--- src/rtl/axil_mem_master.sv ---
// Single-beat request port to AXI4-Lite master bridge.
// One transaction in flight; registered response channel.
module axil_mem_master #(
    parameter int DATA_WIDTH = 32,
    parameter int ADDR_WIDTH = 16,
    parameter int STRB_WIDTH = DATA_WIDTH / 8
) (
    input  logic                  clk,
    input  logic                  rst_n,
    input  logic                  req_valid,
    output logic                  req_ready,
    input  logic                  req_we,
    input  logic [ADDR_WIDTH-1:0] req_addr,
    input  logic [DATA_WIDTH-1:0] req_wdata,
    input  logic [STRB_WIDTH-1:0] req_wstrb,
    output logic                  resp_valid,
    input  logic                  resp_ready,
    output logic [DATA_WIDTH-1:0] resp_rdata,
    output logic                  resp_err,
    output logic [ADDR_WIDTH-1:0] m_axil_awaddr,
    output logic [2:0]            m_axil_awprot,
    output logic                  m_axil_awvalid,
    input  logic                  m_axil_awready,
    output logic [DATA_WIDTH-1:0] m_axil_wdata,
    output logic [STRB_WIDTH-1:0] m_axil_wstrb,
    output logic                  m_axil_wvalid,
    input  logic                  m_axil_wready,
    input  logic [1:0]            m_axil_bresp,
    input  logic                  m_axil_bvalid,
    output logic                  m_axil_bready,
    output logic [ADDR_WIDTH-1:0] m_axil_araddr,
    output logic [2:0]            m_axil_arprot,
    output logic                  m_axil_arvalid,
    input  logic                  m_axil_arready,
    input  logic [DATA_WIDTH-1:0] m_axil_rdata,
    input  logic [1:0]            m_axil_rresp,
    input  logic                  m_axil_rvalid,
    output logic                  m_axil_rready
);

    localparam logic [ADDR_WIDTH-1:0] ADDR_LOW = ADDR_WIDTH'(STRB_WIDTH - 1);

    typedef enum logic [2:0] {
        IDLE, WR, WR_B, RD_AR, RD_R, RESP
    } state_t;

    state_t                state_q, state_d;
    logic [ADDR_WIDTH-1:0] addr_q;
    logic [DATA_WIDTH-1:0] wdata_q;
    logic [STRB_WIDTH-1:0] wstrb_q;
    logic [DATA_WIDTH-1:0] rdata_q;
    logic                  err_q;
    logic                  aw_done_q;
    logic                  w_done_q;
    logic                  aw_hs;
    logic                  w_hs;

    assign aw_hs = m_axil_awvalid && m_axil_awready;
    assign w_hs  = m_axil_wvalid && m_axil_wready;

    assign m_axil_awaddr = addr_q;
    assign m_axil_araddr = addr_q;
    assign m_axil_awprot = 3'b000;
    assign m_axil_arprot = 3'b000;
    assign m_axil_wdata  = wdata_q;
    assign m_axil_wstrb  = wstrb_q;
    assign resp_rdata    = rdata_q;
    assign resp_err      = err_q;

    // State register
    always_ff @(posedge clk or negedge rst_n) begin
        if (!rst_n) state_q <= IDLE;
        else        state_q <= state_d;
    end

    // Next-state decode
    always_comb begin
        state_d = state_q;
        unique case (state_q)
            IDLE:  if (req_valid) state_d = req_we ? WR : RD_AR;
            WR:    if ((aw_done_q || aw_hs) && (w_done_q || w_hs))
                       state_d = WR_B;
            WR_B:  if (m_axil_bvalid) state_d = RESP;
            RD_AR: if (m_axil_arready) state_d = RD_R;
            RD_R:  if (m_axil_rvalid) state_d = RESP;
            RESP:  if (resp_ready) state_d = IDLE;
            default: state_d = IDLE;
        endcase
    end

    // Handshake outputs derived from registered state and done flags
    always_comb begin
        req_ready      = 1'b0;
        m_axil_awvalid = 1'b0;
        m_axil_wvalid  = 1'b0;
        m_axil_bready  = 1'b0;
        m_axil_arvalid = 1'b0;
        m_axil_rready  = 1'b0;
        resp_valid     = 1'b0;
        unique case (state_q)
            IDLE:  req_ready = 1'b1;
            WR: begin
                m_axil_awvalid = !aw_done_q;
                m_axil_wvalid  = !w_done_q;
            end
            WR_B:  m_axil_bready  = 1'b1;
            RD_AR: m_axil_arvalid = 1'b1;
            RD_R:  m_axil_rready  = 1'b1;
            RESP:  resp_valid     = 1'b1;
            default: ;
        endcase
    end

    // Request capture, channel done flags and response capture
    always_ff @(posedge clk or negedge rst_n) begin
        if (!rst_n) begin
            addr_q    <= '0;
            wdata_q   <= '0;
            wstrb_q   <= '0;
            rdata_q   <= '0;
            err_q     <= 1'b0;
            aw_done_q <= 1'b0;
            w_done_q  <= 1'b0;
        end else begin
            if (state_q == IDLE && req_valid) begin
                addr_q    <= req_addr & ~ADDR_LOW;
                wdata_q   <= req_wdata;
                wstrb_q   <= req_wstrb;
                aw_done_q <= 1'b0;
                w_done_q  <= 1'b0;
            end
            if (aw_hs) aw_done_q <= 1'b1;
            if (w_hs)  w_done_q  <= 1'b1;
            if (state_q == WR_B && m_axil_bvalid) begin
                rdata_q <= '0;
                err_q   <= |m_axil_bresp;
            end
            if (state_q == RD_R && m_axil_rvalid) begin
                rdata_q <= m_axil_rdata;
                err_q   <= |m_axil_rresp;
            end
        end
    end

endmodule

--- config.mk ---
export PLATFORM = sky130hd
export DESIGN_NAME = axil_mem_master
export DESIGN_NICKNAME = d
export VERILOG_FILES = /design/src/rtl/axil_mem_master.sv
export SDC_FILE = /design/constraint.sdc
export NUM_CORES = 1
export LEC_CHECK = 0
export CAP_MARGIN = 20
export CORE_UTILIZATION = 30
export CTS_CLUSTER_SIZE = 25
export DETAILED_ROUTE_END_ITERATION = 8
export SLEW_MARGIN = 20
export SYNTH_ARGS = -nofsm -noshare
export SYNTH_HDL_FRONTEND = slang
export SYNTH_SLANG_ARGS = --single-unit
export TNS_END_PERCENT = 20
--- constraint.sdc ---
create_clock -name clk -period 2 [get_ports clk]
set_input_delay 0.2 -clock clk [delete_from_list [all_inputs] [get_ports clk]]
set_output_delay 0.2 -clock clk [all_outputs]
set_load 0.05 [all_outputs]
Yosys cells after proc, flatten, opt, wreduce, memory -nomap -nowiden
Index checks and enable logic that the tools add are counted.
Word-level totals
  logic and storage cells: 58
  input bits: 98
  register bits: 88
  output and inout port bits: 114
Operators by class
  mux-type cells: 22
  eq/ne operators: 11
  reductions and logical operators: 17
Operator list (count)
  $mux W32: 2
  $mux W3: 6
  $pmux W3 S6: 1
  $mux W1: 12
  $ne A2 B2 Y1 const B: 6
  $eq A3 B2 Y1 const B: 2
  $eq A3 B3 Y1 const B: 2
  $logic_and A1 B1 Y1: 6
  $reduce_and A6 Y1: 1
  $reduce_bool A2 Y1: 3
  $reduce_or A2 Y1: 2
  $eq A3 B1 Y1 const B: 1
  $logic_not A3 Y1: 1
  $logic_not A1 Y1: 2
  $logic_or A1 B1 Y1: 2
  $mux W2: 1

Logic depth before layout (Yosys ltp)
Gate-level depths: netlist of run 1.
  depth after elaboration: 7
  mapped depth: 6
  gate-level depth less buffers: 3

Least setup slack after synthesis of run 1
OpenSTA, ideal clock, no wires.
  path type: flip-flop to flip-flop
  start: register state_q[1]
  end: register addr_q[10] (netlist: m_axil_araddr[10])
  setup time: 125 ps
  clock period less this slack: 2119 ps
  data arrival time: 1994 ps
  cell stages (with the launch flop): 6
  setup slack: -119 ps
  data required time: 1875 ps
  buffers on the path: 2
  cells stage by stage: dfrtp_1 -> nor3_2 -> and2_1 -> buf_4 -> buf_8 -> mux2_4
Between the ends
  word-level cells in the longest chain between the ends: 2
Ends and longest elaborated chain
  start: declaration: RTL line 47  | state_t state_q, state_d;
  start signal: assignment: RTL line 73  | else state_q <= state_d;
  $logic_not A3 Y1: RTL line 125  | if (state_q == IDLE && req_valid) begin
  $logic_and A1 B1 Y1: RTL line 125
  end signal: assignment: RTL line 126  | addr_q <= req_addr & ~ADDR_LOW;
  end: declaration: RTL line 48  | logic [ADDR_WIDTH-1:0] addr_q;
No other way between the ends.
A chain may end at the register's enable or synchronous reset.

Worst setup path in the final report of run 1
  start: register state_q[0]
  end: output m_axil_awvalid
Between the ends
  word-level cells in the longest chain between the ends: 2
Ends and longest elaborated chain
  $eq A3 B1 Y1: RTL line 100  | unique case (state_q)
  $mux W1: RTL line 100
  end: declaration: RTL line 22  | output logic m_axil_awvalid,
No other way between the ends.

==> results of run 1 <==
[sequential cells by signal (all words and copies together), names as in the netlist]
register and cells:
m_axil_araddr 14, w_done_q 1, resp_err 1, aw_done_q 1, m_axil_wstrb 4, resp_rdata 32
state_q 3, m_axil_wdata 32
[cells in the mapped netlist, drive strengths merged]
cell type	count	area share, %
a22o	35	8.0
a21o	1	0.20
o221ai	1	0.23
nor3b	2	0.39
or3b	1	0.23
inv	2	0.20
nand2	3	0.29
o22ai	3	0.49
a221oi	2	0.46
conb	1	0.098
nor2	5	0.49
a211o	1	0.23
clkbuf	4	0.39
o21ai	1	0.13
a222oi	1	0.26
and3	1	0.16
a31oi	1	0.56
and2	1	0.16
a21oi	2	0.26
nor3	2	0.39
nand2b	1	0.16
dfrtp	88	58
and4bb	1	0.33
mux2	50	20
buf	36	8.3
nor2b	2	0.33
[metrics by stage]
step	hold WS (ns)	instance area [um^2]	util, %	instances
3_3_place_gp	0.2113	5883	48.18	593
5_1_grt	0.4469	6155	50.40	609
2_1_floorplan	-0.09559	3864	-	257
4_1_cts	0.4128	6150	50.36	609
6_report	0.3934	6155	50.40	609
3_5_place_dp	0.2215	5883	48.18	593
[cell families (layout without fill, tap and decap cells)]
kind of cell           Yosys count  after routing  synth area share (%)
AO/OA/AOI/OAI                   48             48                 10.83
flip-flops                      88             88                 57.59
other                            1             10               0.09807
AND/OR/NAND/NOR                 19             19                 2.945
multiplexers                    50             50                 19.63
buffers and inverters           42            226                 8.900
[critical path, stage by stage (launching register included)]
cell	delay (ns)
sky130_fd_sc_hd__dfrtp_1	0.41
sky130_fd_sc_hd__buf_4	0.21
sky130_fd_sc_hd__or3b_1	0.44
sky130_fd_sc_hd__nor2_2	0.19
sky130_fd_sc_hd__buf_12	0.16
[worst paths after layout]
check                            startpoint                 to  slack (ns)  cells after the start
min in group clk           m_axil_rdata[26]     resp_rdata[26]        0.48                      2
max reg2reg                      state_q[1]    m_axil_wdata[8]        0.28                      4
max                              state_q[0]     m_axil_awvalid        0.07                      4
max in group asynchronous             rst_n   m_axil_wdata[27]        0.94                      3
min reg2reg                  resp_rdata[18]     resp_rdata[18]        0.50                      1
min                                   rst_n  m_axil_araddr[15]        0.39                      2
[timing repair]
item	CTS	global route
setup buffers	0	0
gates cloned	0	0
setup endpoints to repair	2	2
resized for setup	0	2
endpoints found under the hold margin	39	0
hold buffers	1	0
[area by class of cell]
class	instances	share of cell area, %
Tap cell	168	3.415
Clock buffer	12	3.842
Clock inverter	3	0.3253
Inverter	2	0.1220
Sequential cell	88	35.78
Multi-Input combinational cell	127	21.59
Timing Repair Buffer	209	34.93
[per-layer routing]
metal  track usage, %  share of wire [%]  vias to the layer above
met4            6.320                1.7                        0
li1                 -                  -                     1234
met3            3.743                8.0                       13
met2            22.37                 46                      124
met1            18.55                 44                     1288
met5                0                  0                        -
==> qor_table.md, run 1 <==
| Quantity | Reported |
| --- | --- |
| Maximum number of pins on one net before global-route repair | 50 |
| Routed length per placed instance | 15.54 um |
| Fraction of final layout cells sized beyond drive strength 1 | 19.05% |
| Count of nets left with antenna violations after detail routing | 0 |
| Row Count | 40 |
| Setup WS post-layout | 0.06913 ns |
| Classification of the worst setup path | reg -> out |
| Detailed placer's ending HPWL | 6.929 mm |
| Die extent in x | 114.9 um |
| Cells after synthesis | 248 |
| Overall via count from detail_route | 2,659 |
| Global-route wire length before repair | 14.41 mm |
| Highest clock rate | 517.9 MHz |
| Clock transition at the registers of the reported paths | 0.06 ns |
| Sequential cell area in the final layout | 2202 um^2 |
| I/O pin cnt | 212 |
| Number of hold violations in the final report | 0 |
| Number of global-route vias before repair | 2,754 |
| Post-detailed-route DRC marker count | 0 |
| Input/output buffers | 199 |
| Worst slack, placed | 0.1973 ns |
| Worst slew margin relative to its limit | 64.06% |
| Worst skew pair latency | 0.33 ns |
| Vias per inst | 4.366 |
| Synthesis Warnings | 0 |
| CTS H-Tree Depth | 3 |
| Kind of path behind the tightest hold check | in -> async |
| Final Max Tran Viols | 0 |
| Post-Syn Area | 3824 um^2 |
| Antenna diode instance count | 0 |
| Global-route usage over all layers | 14.26% |
| Highest-count cells in the layout ignoring fill and taps | sky130_fd_sc_hd__clkdlybuf4s50_1 (191), sky130_fd_sc_hd__dfrtp_1 (88), sky130_fd_sc_hd__mux2_4 (50) |
| Post-route setup TNS | 0 ns |
| Most common library cell in the layout ignoring fill and taps | sky130_fd_sc_hd__clkdlybuf4s50_1 |
| Critical path data required time | 1.80 ns |
| Post-synthesis sequential area ratio | 57.59% |
| Worst-case clock skew | 0.007114 ns |
| Data arrival, critical path | 1.73 ns |
| CORE AREA | 12,210 um^2 |
| Max_cap viols | 0 |
| Cell chosen for the clock root | sky130_fd_sc_hd__clkbuf_16 |
| Critical path capture point type | primary output |
| Final critical-path share of the clock period | 96.54% |
| Synthesized flop and latch total | 88 |
| Routed WL | 9.466 mm |
| Final worst path period need | 1.931 ns |
| Global placement routability congestion | 0.6937 |
| Worst-Margin Slew | 0.5375 ns |
| TritonRoute pass-1 iters | 4 |
| Outcome | completed |
| Initial core utilization | 31.31% |
| Number of clock sinks | 88 |
| Total global routing overflow | 0 |
| First-iteration detailed-routing DRC count | 71 |
| Antenna violations before repair | 0 |
| Mapped Avg Cell Area | 15.42 um^2 |
| Element type at the critical path start | flop |
| Area overhead of the layout relative to synthesis | 60.96% |
| Count of fill cells added during filler insertion | 1,107 |
| Clock tree from TritonCTS | done |
| Maximum root-to-sink buffer count | 2 |
| Worst-path fanout max | 14 |
| Fin nets | 535 |
| Count of final setup violators | 0 |
| Number of different library cells in the post-synthesis netlist | 30 |
| Total Die Area | 13,200 um^2 |
| Vertical die dimension | 114.9 um |
| TritonCTS buffer count | 9 |
| Footprint of the multi-input gates | 1329 um^2 |
| RSZ-0062 raised after global routing | yes |
Power of run 1 is not shown: default switching activity piles up to over one toggle a cycle in this logic, so the estimate is an artifact.
==> run 2: changes to the inputs <==
CORE_MARGIN = 2   (was default)
CORE_UTILIZATION = 39   (was 30)
PLACE_DENSITY = 0.81   (was default)
==> qor_table.md, run 2 (synthesis results as in run 1) <==
| Quantity | Reported | Delta |
| --- | --- | --- |
| Count of fill cells added during filler insertion | 765 | was 1,107 |
| Global-route usage over all layers | 17.72% | was 14.26% |
| Data arrival, critical path | 1.74 ns | was 1.73 ns |
| Vias per inst | 4.736 | was 4.366 |
| Number of clock sinks | 88 | unchanged |
| Cell depth of the worst flop-to-flop path | 4 | unchanged |
| Final worst path period need | 1.939 ns | was 1.931 ns |
| Cell chosen for the clock root | sky130_fd_sc_hd__clkbuf_8 | was sky130_fd_sc_hd__clkbuf_16 |
| Detailed placer's ending HPWL | 7.047 mm | was 6.929 mm |
| Cell type of the slowest stage on the worst timing path | sky130_fd_sc_hd__or3b_1 | unchanged |
| Routed WL | 9.544 mm | was 9.466 mm |
| CORE AREA | 9639 um^2 | was 12,210 um^2 |
| Worst slew margin relative to its limit | 64.25% | was 64.06% |
| Count of nets left with antenna violations after detail routing | 0 | unchanged |
| Slack of the worst reg-to-reg path | 0.35 ns | was 0.28 ns |
| CTS H-Tree Depth | 3 | unchanged |
| Row Count | 36 | was 40 |
| Clock tree from TritonCTS | done | unchanged |
| Critical path capture point type | primary output | unchanged |
| Highest-count cells in the layout ignoring fill and taps | sky130_fd_sc_hd__clkdlybuf4s50_1 (191), sky130_fd_sc_hd__dfrtp_1 (87), sky130_fd_sc_hd__mux2_4 (50) | was sky130_fd_sc_hd__clkdlybuf4s50_1 (191), sky130_fd_sc_hd__dfrtp_1 (88), sky130_fd_sc_hd__mux2_4 (50) |
| Maximum number of pins on one net before global-route repair | 71 | was 50 |
| Crit path buffers/inverters | 2 | unchanged |
| TritonCTS buffer count | 9 | unchanged |
| Total Die Area | 10,610 um^2 | was 13,200 um^2 |
| Area of all placed cells without fillers | 6053 um^2 | was 6155 um^2 |
| Routed length per placed instance | 16.57 um | was 15.54 um |
| Highest clock rate | 515.8 MHz | was 517.9 MHz |
| Worst-path fanout max | 13 | was 14 |
| Overall via count from detail_route | 2,728 | was 2,659 |
| Kind of path behind the tightest hold check | in -> async | unchanged |
| Area overhead of the layout relative to synthesis | 58.31% | was 60.96% |
| Setup WS post-layout | 0.06128 ns | was 0.06913 ns |
| Count of final setup violators | 0 | unchanged |
| Global-route wire length before repair | 14.23 mm | was 14.41 mm |
| I/O pin cnt | 212 | unchanged |
| Worst slack, placed | 0.2508 ns | was 0.1973 ns |
| First-iteration detailed-routing DRC count | 92 | was 71 |
| Outcome | completed | unchanged |
| Worst R2R Start | state_q[2] | was state_q[1] |
| Final critical-path share of the clock period | 96.94% | was 96.54% |
| Placed cell areas | 5834 um^2 | was 5883 um^2 |
| Most common library cell in the layout ignoring fill and taps | sky130_fd_sc_hd__clkdlybuf4s50_1 | unchanged |
| Max_cap viols | 0 | unchanged |
| Worst skew pair latency | 0.35 ns | was 0.33 ns |
| Global placement routability congestion | 0.7838 | was 0.6937 |
| Critical Path Max Stage Delay | 0.45 ns | was 0.44 ns |
| Classification of the worst setup path | reg -> out | unchanged |
| TritonRoute pass-1 iters | 4 | unchanged |
| Maximum root-to-sink buffer count | 2 | unchanged |
| Number of hold violations in the final report | 0 | unchanged |
| Initial core utilization | 39.67% | was 31.31% |
| RSZ-0062 raised after global routing | yes | unchanged |
| Fraction of final layout cells sized beyond drive strength 1 | 19.86% | was 19.05% |
| Total global routing overflow | 0 | unchanged |
| Clock transition at the registers of the reported paths | 0.08 ns | was 0.06 ns |
| Post-detailed-route DRC marker count | 0 | unchanged |
| Element type at the critical path start | flop | unchanged |
| Final Max Tran Viols | 0 | unchanged |
| Input/output buffers | 199 | unchanged |
| # Post-CTS Setup Buffers | 0 | unchanged |
| Worst-case clock skew | 0.01149 ns | was 0.007114 ns |
| Antenna violations before repair | 0 | unchanged |
| Critical path data required time | 1.80 ns | about the same |
| Family with the most delay on the worst path | simple AND/OR/NAND/NOR gates | unchanged |
| Number of global-route vias before repair | 2,801 | was 2,754 |
| CP cell instances | buf_4 -> or3b_1 -> nor2_2 -> buf_12 | unchanged |
| Die extent in x | 103.0 um | was 114.9 um |
| Antenna diode instance count | 0 | unchanged |
| Reg-to-reg critical path endpoint | m_axil_wdata[13] | was m_axil_wdata[8] |
| Fin nets | 536 | was 535 |
| Worst-Margin Slew | 0.5345 ns | was 0.5375 ns |
| Fraction of the core area covered by cells at the end of the flow | 62.80% | was 50.40% |
| Vertical die dimension | 103.0 um | was 114.9 um |
-- run 2: metrics by stage --
step / hold slack [ns] / setup TNS (ns) / cells
detailed placement: 0.09502 / 0 / 559
finish: 0.2654 / 0 / 576
global route: 0.2665 / -0.03247 / 576
global placement: 0.08762 / 0 / 559
floorplan: -0.09559 / -0.09780 / 257
CTS: 0.2519 / -0.01665 / 576
-- run 2: layout make-up --
type                       count  area (um^2)  area share (%)
sequential                    88         2203           36.40
timing repair buffer         210         2148           35.49
multi-input combinational    127         1329           21.95
tap                          133        166.4           2.749
clock buffer                  13        158.9           2.625
clock inverter                 3        40.04          0.6614
inverter                       2        7.507          0.1240
-- run 2: worst max path at each step --
stage	start	to	slack, ns	depth (start not counted)
after floorplan	state_q[0]	resp_valid	-0.1	2
after detailed placement	req_valid	m_axil_wstrb[0]	0.25	4
final	state_q[1]	m_axil_wvalid	0.06	4
after CTS	state_q[1]	m_axil_awvalid	-0.009	4
after global routing	state_q[1]	m_axil_wvalid	-0.02	4
after global placement	req_valid	m_axil_araddr[15]	0.27	4
-- run 2: what timing repair did --
action,in CTS,in global routing
hold buffers,1,0
endpoints found under the hold margin,18,0
gates resized for setup,0,4
endpoints found under the setup margin,2,3
-- run 2: routing by layer --
layer / GRT usage [%] / routed length, um
met5: 0 / 0
met4: 7.895 / 172
met3: 4.475 / 757
met1: 23.08 / 4029
met2: 28.02 / 4584
-- run 2: worst register-to-register path: stages (launching register included) --
cell and delay [ns]:
sky130_fd_sc_hd__dfrtp_2 0.49, sky130_fd_sc_hd__nor3_4 0.17, sky130_fd_sc_hd__and2_4 0.32, sky130_fd_sc_hd__buf_12 0.23
sky130_fd_sc_hd__mux2_4 0.32
Power of run 2 is left out for the same reason.
